File: src/rtl/sram_arbiter.sv
// rtl/sram_arbiter.sv - two-port round-robin arbiter in front of sram_ctrl
// Define SRAM_ARB_FIXED_PRIO_EN for fixed priority (port 0 wins every tie).
module sram_arbiter #(
    parameter int AW = 19,
    parameter int DW = 8
) (
    input  logic          clk,
    input  logic          reset,
    input  logic          req0,
    input  logic          req1,
    input  logic          we0,
    input  logic          we1,
    input  logic [AW-1:0] addr0,
    input  logic [AW-1:0] addr1,
    input  logic [DW-1:0] wdata0,
    input  logic [DW-1:0] wdata1,
    output logic          ack0,
    output logic          ack1,
    output logic [DW-1:0] rdata0,
    output logic [DW-1:0] rdata1,
    output logic          busy,
    output logic          mem,
    output logic          rw,
    output logic [AW-1:0] addr,
    output logic [DW-1:0] data_f2s,
    input  logic          ready,
    input  logic [DW-1:0] data_s2f
);

    typedef enum logic [1:0] {
        S_IDLE,
        S_ISSUE,
        S_WAIT,
        S_DONE
    } state_t;

    state_t state, state_nxt;
    logic   owner;
    logic   grant_any;
    logic   grant1;

`ifdef SRAM_ARB_FIXED_PRIO_EN
    assign grant1 = req1 & ~req0;
`else
    logic last;

    // On a tie, port 1 wins only when port 0 was granted last
    assign grant1 = req1 & (~req0 | ~last);

    always_ff @(posedge clk) begin
        if (reset) begin
            last <= 1'b1;
        end else if (grant_any) begin
            last <= grant1;
        end
    end
`endif

    assign grant_any = (state == S_IDLE) & ready & (req0 | req1);

    always_comb begin
        state_nxt = state;
        case (state)
            S_IDLE:  if (grant_any) state_nxt = S_ISSUE;
            S_ISSUE: state_nxt = S_WAIT;
            S_WAIT:  if (ready) state_nxt = S_DONE;
            S_DONE:  state_nxt = S_IDLE;
            default: state_nxt = S_IDLE;
        endcase
    end

    always_ff @(posedge clk) begin
        if (reset) begin
            state    <= S_IDLE;
            owner    <= 1'b0;
            rw       <= 1'b1;
            addr     <= '0;
            data_f2s <= '0;
            rdata0   <= '0;
            rdata1   <= '0;
        end else begin
            state <= state_nxt;
            if (grant_any) begin
                owner    <= grant1;
                rw       <= grant1 ? ~we1 : ~we0;
                addr     <= grant1 ? addr1 : addr0;
                data_f2s <= grant1 ? wdata1 : wdata0;
            end
            // Capture on the WAIT->DONE edge so rdata is valid alongside ack
            if (state == S_WAIT && ready && rw) begin
                if (owner) rdata1 <= data_s2f;
                else       rdata0 <= data_s2f;
            end
        end
    end

    assign mem  = (state == S_ISSUE);
    assign busy = (state != S_IDLE);
    assign ack0 = (state == S_DONE) & ~owner;
    assign ack1 = (state == S_DONE) & owner;

endmodule

File: config.mk
export PLATFORM = sky130hd
export DESIGN_NAME = sram_arbiter
export DESIGN_NICKNAME = d
export VERILOG_FILES = /design/src/rtl/sram_arbiter.sv
export SDC_FILE = /design/constraint.sdc
export NUM_CORES = 1
export LEC_CHECK = 0
export ABC_CLOCK_PERIOD_IN_PS = 4700
export BUFFER_PORTS_ARGS = -buffer_cell sky130_fd_sc_hd__buf_2
export CAP_MARGIN = 20
export CORE_MARGIN = 4
export CORE_UTILIZATION = 30
export CTS_CLUSTER_SIZE = 20
export DETAILED_ROUTE_END_ITERATION = 16
export SETUP_SLACK_MARGIN = 0.5
export SKIP_LAST_GASP = 1
export SLEW_MARGIN = 20
export SYNTH_ARGS = -nofsm -noshare
export SYNTH_HDL_FRONTEND = slang
export SYNTH_SLANG_ARGS = --single-unit
export TNS_END_PERCENT = 10
File: constraint.sdc
create_clock -name clk -period 4.7 [get_ports clk]
set_clock_uncertainty 0.2 [all_clocks]
set_input_delay 0.94 -clock clk [delete_from_list [all_inputs] [get_ports clk]]
set_output_delay 0.94 -clock clk [all_outputs]
set_load 0.005 [all_outputs]
Word-level counts from Yosys, hierarchy flattened
Cells that the tools add are included.
- latch bits: 0
- memory bits (writable): 0
- word-level logic and storage cells: 38
- bits in registers: 48
- ROM bits: 0
- output and inout port bits: 48
- bits of input ports: 69
- memories: 0
- $mul: 0
- muxes and demuxes: 6
- add/sub/neg operators: 0
- bitwise operators: 12
- reduce and logical (&&, ||, !) cells: 7
- divide/modulo/power cells: 0
- shift operators: 0
- order comparisons: 0
- equality and inequality tests: 5
- operator list (operator ; count):
    $mux 19 ; 1
    $mux 8 ; 1
    $pmux 2 s4 ; 1
    $reduce_and 2->1 ; 3
    $and 1x1->1 ; 5
    $not 1->1 ; 5
    $eq 2x2->1 const B ; 2
    $mux 2 ; 2
    $ne 2x2->1 const B ; 2
    $eq 2x1->1 const B ; 1
    $logic_and 1x1->1 ; 2
    $logic_not 2->1 ; 1
    $or 1x1->1 ; 2
    $reduce_bool 2->1 ; 1
    $mux 1 ; 1

Depth between registers and ports, before layout
Gate-level depths: netlist (run 1).
- word-level depth: 5
- gate-level depth with buffers: 8
- gate-level depth less buffers: 5

Least setup slack after synthesis (run 1)
Ideal clock, no wire load.
- kind: input to register
- start point: input port ready
- end point: register rw
- data required time: 4378 ps
- stages on the path: 5
- setup time: 122 ps
- arrival: 1757 ps
- path slack: 2621 ps
- buffers on the path: 2
- cell sequence: buf_2 -> o211ai_1 -> buf_2 -> a21oi_1 -> a221o_1
- cells in the longest elaborated chain, start to end: 2
- ends and longest elaborated chain (element ; line ; source):
    start: declaration ; 26 ; input logic ready,
    $and 1x1->1 (2 in a row) ; 59 ; assign grant_any = (state == S_IDLE) & ready & (req0 | req1);
    end signal: assignment ; 85 ; rw <= grant1 ? ~we1 : ~we0;
    end: declaration ; 23 ; output logic rw,
No other way between the ends.
A chain may end at the register's enable or synchronous reset.

Worst setup path in the final report (run 1)
- start point: register state[0]
- end point: output port busy
- cells in the longest elaborated chain, start to end: 1
- ends and longest elaborated chain (element ; line ; source):
    start: declaration ; 37 ; state_t state, state_nxt;
    start signal: assignment ; 82 ; state <= state_nxt;
    $reduce_bool 2->1 ; 98 ; assign busy = (state != S_IDLE);
    end: declaration ; 21 ; output logic busy,
No other way between the ends.

==> flow_metrics.env, run 1 <==
export IMPL_status="finished, final reports clean"
export IMPL_cts_buffers=5
export IMPL_core_area_mm2=0.00683
export IMPL_cts_root_buf="clkbuf_8"
export IMPL_min_to="rdata0[3]$_SDFFE_PP0P_"
export IMPL_use_met2=0.235
export IMPL_grt_use_met3=0.0509
export IMPL_reg2regPathDepth=5
export IMPL_drc=0
export IMPL_max_cap_viol_count=0
export IMPL_worstPathRequired_ns=3.56
export IMPL_die_area_mm2=0.00846
export IMPL_netlist_instances=259
export IMPL_synth_nets=332
export IMPL_synth_top_area_share=0.454
export IMPL_synth_top_cells_by_count="61 x nand2_1, 48 x dfxtp_1, 45 x a21oi_1"
export IMPL_r2r_end="addr[18]$_SDFFE_PP0P_"
export IMPL_ys_ff_latch=48
export IMPL_finalHoldViolCount=0
export IMPL_hold_ws_ns=0.257
export IMPL_drive_gt1_frac=0.376
export IMPL_worstSkewPairLatency_ns=0.30
export IMPL_dpl_worst_slack_ns=1.99
export IMPL_dp_hpwl_um=4350
export IMPL_rows=30
export IMPL_endpoint_kind="primary output"
export IMPL_synthesis_yosys_warnings=0
export IMPL_fmax_mhz=411
export IMPL_synth_flop_cell="dfxtp_1"
export IMPL_hold_path_startpoint="rdata0[3]$_SDFFE_PP0P_"
export IMPL_path_clk_slew_ns=0.10
export IMPL_track_usage=0.138
export IMPL_nNetsFinal=436
export IMPL_synth_most_common_cell="nand2_1"
export IMPL_cts_tree="built"
export IMPL_initial_utilization=0.310
export IMPL_min_path_type="flip-flop to flip-flop"
export IMPL_antenna_left=0
export IMPL_crit_type="flip-flop to primary output"
export IMPL_cts_resized=0
export IMPL_synth_edf_count=0
export IMPL_cts_sinks=48
export IMPL_worst_pin_slew_ns=0.998
export IMPL_min_path_cells=2
export IMPL_via_count=2163
export IMPL_cellLeakagePower_nw=1.32
export IMPL_nFillCells=748
export IMPL_critPathLaunchType="flip-flop"
export IMPL_io_pins=117
export IMPL_synthArstFlopShare=0
export IMPL_firstDrtPassIters=4
export IMPL_die_x_um=92.0
export IMPL_wl_per_cell_um=13.1
export IMPL_cp_arrival_ns=1.29
export IMPL_antenna_found_initial=0
export IMPL_finalCriticalPeriod_ns=2.43
export IMPL_grt_pass1_wl_um=9710
export IMPL_grt_pass1_vias=2097
export IMPL_ir_drop_uv=135
export IMPL_crit_fanout=9
export IMPL_synth_area_leaders="dfxtp_1 45%, nand2_1 11%, a21oi_1 11%"
export IMPL_met1_usage=0.168
export IMPL_busiest_layer="met2"
export IMPL_syn_area_per_cell_um2=8.17
export IMPL_synth_cell_types=32
export IMPL_finalCritPeriodShare=0.518
export IMPL_setup_violations_final=0
export IMPL_tns_ns=0
export IMPL_yosysSeqAreaShare=0.454
export IMPL_cts_setup_buffers=0
export IMPL_area_delta_synth_final_pct=32.8
export IMPL_gr_total_overflow=0
export IMPL_place_gp_congestion=0.757
export IMPL_cts_htree_levels=2
export IMPL_synth_area_leader_cell="dfxtp_1"
export IMPL_avgViaCountPerCell=4.70
export IMPL_worst_slack_ns=2.27
export IMPL_clockBufferDepth=2
export IMPL_powerDensity_mw_per_mm2=342
export IMPL_netlist_area_mm2=0.00212
export IMPL_cts_hold_buf=0
export IMPL_r2r_setup_slack_ns=2.41
export IMPL_final_core_util=0.411
export IMPL_antenna_cells=0
export IMPL_slew_headroom=0.335
export IMPL_numPortBuffers=116
export IMPL_instances_no_fill=460
export IMPL_fp_dieH_um=92.0
export IMPL_drt_iter0_markers=70
export IMPL_timing_rr_start="state[0]$_SDFFE_PP0P_"
export IMPL_dp_cells=452
export IMPL_slew_viol_final=0
export IMPL_grt_setup_unrepaired="false"
export IMPL_grt_max_degree=50
export IMPL_routed_wl_um=6030
==> logic make-up (layout without fill, tap and decap cells) <==
kind of cell | Yosys count | count (layout) | synth area share
AO/OA/AOI/OAI | 81 | 81 | 0.261
AND/OR/NAND/NOR | 101 | 101 | 0.197
buffers and inverters | 24 | 129 | 0.0591
adder cells (fa/ha/maj) | 4 | 4 | 0.0237
flip-flops | 48 | 48 | 0.454
multiplexers | 1 | 1 | 0.00473
==> cells in the final DEF (no fill, tap or decap), drive strengths merged, types with 2 or more instances in the layout <==
master	count
nand2b	2
buf	118
dfxtp	48
ha	4
a21oi	45
nand2	61
clkinvlp	2
a211oi	27
clkbuf	5
nor2	29
inv	3
==> through the flow <==
stage	cell area, um2	power, mW
after global routing	2810	1.02
after CTS	2810	0.976
final	2810	0.960
after detailed placement	2720	0.723
after global placement	2720	0.718
after floorplan	2120	0.628
==> how the worst max path moves through the flow <==
stage                                     start                       end  slack (ns)  cells past startpoint
final                     state[0]$_SDFFE_PP0P_                      busy        2.27                      4
after global routing      state[0]$_SDFFE_PP0P_                      busy        2.18                      4
after CTS                 state[0]$_SDFFE_PP0P_                      busy        2.26                      4
after detailed placement                   req0  data_f2s[7]$_SDFFE_PP0P_        1.99                      5
after global placement                     req1           rw$_SDFFE_PP1P_        2.03                      4
after floorplan                           ready           rw$_SDFFE_PP1P_        2.62                      5
==> layer usage <==
layer,vias up,share of wire
met5,-,0
met1,981,0.44
met2,88,0.46
li1,1092,-
met3,2,0.090
met4,0,0.0027
==> area by class of cell <==
cell class	instances	area, um2	area share
clock inverters	3	23.8	0.00846
well taps	96	120	0.0427
flip-flops and latches	48	961	0.342
inverters	3	11.3	0.00401
clock buffers	5	68.8	0.0245
multi-input cells	187	1030	0.366
repair buffers	118	596	0.212
==> power by group <==
group / internal, mW / switching, mW / total, mW
Sequential: 0.447 / 0.0240 / 0.471
Combinational: 0.106 / 0.133 / 0.239
Clock: 0.106 / 0.144 / 0.250
==> registers in the layout, summed over array words and instances (netlist names) <==
signal	flops
addr	19
data_f2s	8
rdata0	8
rdata1	8
state	2
last	1
owner	1
rw	1
==> critical path, cell delays in order (launching register included) <==
cell     delay [ns]
dfxtp_1        0.40
inv_1          0.08
ha_1           0.31
inv_1          0.08
buf_2          0.11
Note: power is estimated with default switching activity, not from simulation.
==> inputs of run 2 (changes only) <==
ABC_CLOCK_PERIOD_IN_PS = 2000   (was 4700)
clock period = 2 ns   (was 4.7 ns; I/O delays follow)
==> run 2 against run 1 <==
  * Via count rose by 2.8%
  * Sequential power up 140%
  * Wire length grew 5.1%
  * Worst setup slack got worse by 2.0 ns
  * Cell area is 11% higher
  * Sequential share of layout area is 3.0 points lower
  * Core utilization up 4.3 points
==> flow_metrics.env, run 2 (synthesized netlist as in run 1, its figures left out) <==
export IMPL_largest_reg_flops=19
export IMPL_numPortBuffers=116
export IMPL_crit_chain="ha_4 > and2_4 > buf_6"
export IMPL_initial_utilization=0.310
export IMPL_cts_root_buf="clkbuf_8"
export IMPL_nNetsFinal=454
export IMPL_drc=0
export IMPL_core_area_mm2=0.00683
export IMPL_via_count=2224
export IMPL_dpl_worst_slack_ns=0.174
export IMPL_final_cell_mix="115 x buf_2, 61 x nand2_1, 46 x dfxtp_1, 39 x a21oi_1, 27 x nor2_1"
export IMPL_worstSkewPairLatency_ns=0.30
export IMPL_postPlaceCellArea_mm2=0.00282
export IMPL_sw_frac_of_total=0.297
export IMPL_mostFrequentLayoutCell="buf_2"
export IMPL_cpLargestDelayFamily="flip-flops"
export IMPL_finalHoldViolCount=0
export IMPL_slew_viol_final=0
export IMPL_cellLeakagePower_nw=1.44
export IMPL_status="finished, final reports clean"
export IMPL_routed_wl_um=6340
export IMPL_worst_pin_slew_ns=0.378
export IMPL_worstPathRequired_ns=1.40
export IMPL_ir_drop_uv=451
export IMPL_finalCriticalPeriod_ns=1.69
export IMPL_cts_tree="built"
export IMPL_dp_hpwl_um=4590
export IMPL_grt_max_degree=28
export IMPL_wl_per_cell_um=13.3
export IMPL_path_clk_slew_ns=0.09
export IMPL_pwr_share_seq=0.444
export IMPL_io_pins=117
export IMPL_setup_violations_final=0
export IMPL_grt_pass1_vias=2179
export IMPL_gr_total_overflow=0
export IMPL_seqCellArea_um2=968
export IMPL_design_area_mm2=0.00311
export IMPL_p_int_mw=1.77
export IMPL_cts_buffers=5
export IMPL_p_switching_mw=0.748
export IMPL_cts_hold_buf=0
export IMPL_crit_type="flip-flop to primary output"
export IMPL_clockPowerShare=0.278
export IMPL_track_usage=0.142
export IMPL_cts_htree_levels=2
export IMPL_top_register="addr"
export IMPL_endpoint_kind="primary output"
export IMPL_crit_fanout=4
export IMPL_slowest_stage="dfxtp_4"
export IMPL_area_delta_synth_final_pct=46.8
export IMPL_hold_ws_ns=0.133
export IMPL_tns_ns=0
export IMPL_worst_slack_ns=0.314
export IMPL_max_cap_viol_count=0
export IMPL_cp_arrival_ns=1.09
export IMPL_slowest_delay_ns=0.38
export IMPL_die_area_mm2=0.00846
export IMPL_drt_iter0_markers=65
export IMPL_critPathLaunchType="flip-flop"
export IMPL_place_gp_congestion=0.710
export IMPL_firstDrtPassIters=4
export IMPL_comb_power_share=0.277
export IMPL_cts_sinks=48
export IMPL_antenna_found_initial=0
export IMPL_grt_pass1_wl_um=9970
export IMPL_grt_setup_unrepaired="true"
export IMPL_slew_headroom=0.748
export IMPL_r2r_setup_slack_ns=0.32
export IMPL_min_path_type="primary input to flip-flop"
export IMPL_multi_input_area_mm2=0.00111
export IMPL_crit_buf_inv=1
export IMPL_clockBufferDepth=2
export IMPL_drive_gt1_frac=0.463
export IMPL_nFillCells=748
export IMPL_fmax_mhz=593
export IMPL_fp_dieH_um=92.0
export IMPL_rows=30
export IMPL_die_x_um=92.0
export IMPL_antenna_cells=0
export IMPL_finalCritPeriodShare=0.843
export IMPL_avgViaCountPerCell=4.65
export IMPL_antenna_left=0
export IMPL_powerDensity_mw_per_mm2=810
## run 2: through the flow
stage / instances / power [mW] / util
final: 478 / 2.51 / 0.455
after global routing: 478 / 2.68 / 0.455
after CTS: 471 / 2.48 / 0.434
after detailed placement: 459 / 1.75 / 0.413
after global placement: 459 / 1.74 / 0.413
after floorplan: 259 / 1.51 / -
## run 2: worst paths after layout
kind / from / to / cells past startpoint
worst max register to register: state[0]$_SDFFE_PP0P_ / rw$_SDFFE_PP1P_ / 6
worst max-delay path: state[0]$_SDFFE_PP0P_ / ack1 / 3
worst min-delay path: addr0[0] / addr[0]$_SDFFE_PP0P_ / 3
worst min register to register: rdata1[5]$_SDFFE_PP0P_ / rdata1[5]$_SDFFE_PP0P_ / 2
## run 2: layer usage
| metal | global-route usage | vias to the layer above | share of wire |
|---|---|---|---|
| met1 | 0.172 | 1005 | 0.44 |
| met5 | 0 | - | 0 |
| met4 | 0.0235 | 0 | 0.0054 |
| met3 | 0.0451 | 5 | 0.078 |
| li1 | - | 1132 | - |
| met2 | 0.250 | 82 | 0.48 |
## run 2: tightest hold or removal path, stage by stage
cell and delay (ns):
buf_2 0.09, nand2_1 0.04, a211oi_1 0.05
## run 2: power groups by stage
stage / combinational, mW / sequential [mW] / clock, mW
2_1_floorplan: 0.370 / 1.14 / 0
3_3_place_gp: 0.604 / 1.13 / 0
3_5_place_dp: 0.617 / 1.13 / 0
4_1_cts: 0.639 / 1.11 / 0.726
5_1_grt: 0.778 / 1.13 / 0.768
6_report: 0.697 / 1.12 / 0.700
## run 2: cell type report
cell class,instances,area share
Clock buffer,5,0.0222
Clock inverter,3,0.0137
Tap cell,96,0.0387
Sequential cell,48,0.312
Timing Repair Buffer,136,0.250
Multi-Input combinational cell,187,0.359
Inverter,3,0.00443
## run 2: repair_timing
item,in CTS,in global routing
setup endpoints to repair,52,52
buffers inserted,3,6
cloned,1,1
hold endpoints to repair,0,0
gates resized for setup,3,25
pin swaps,1,6
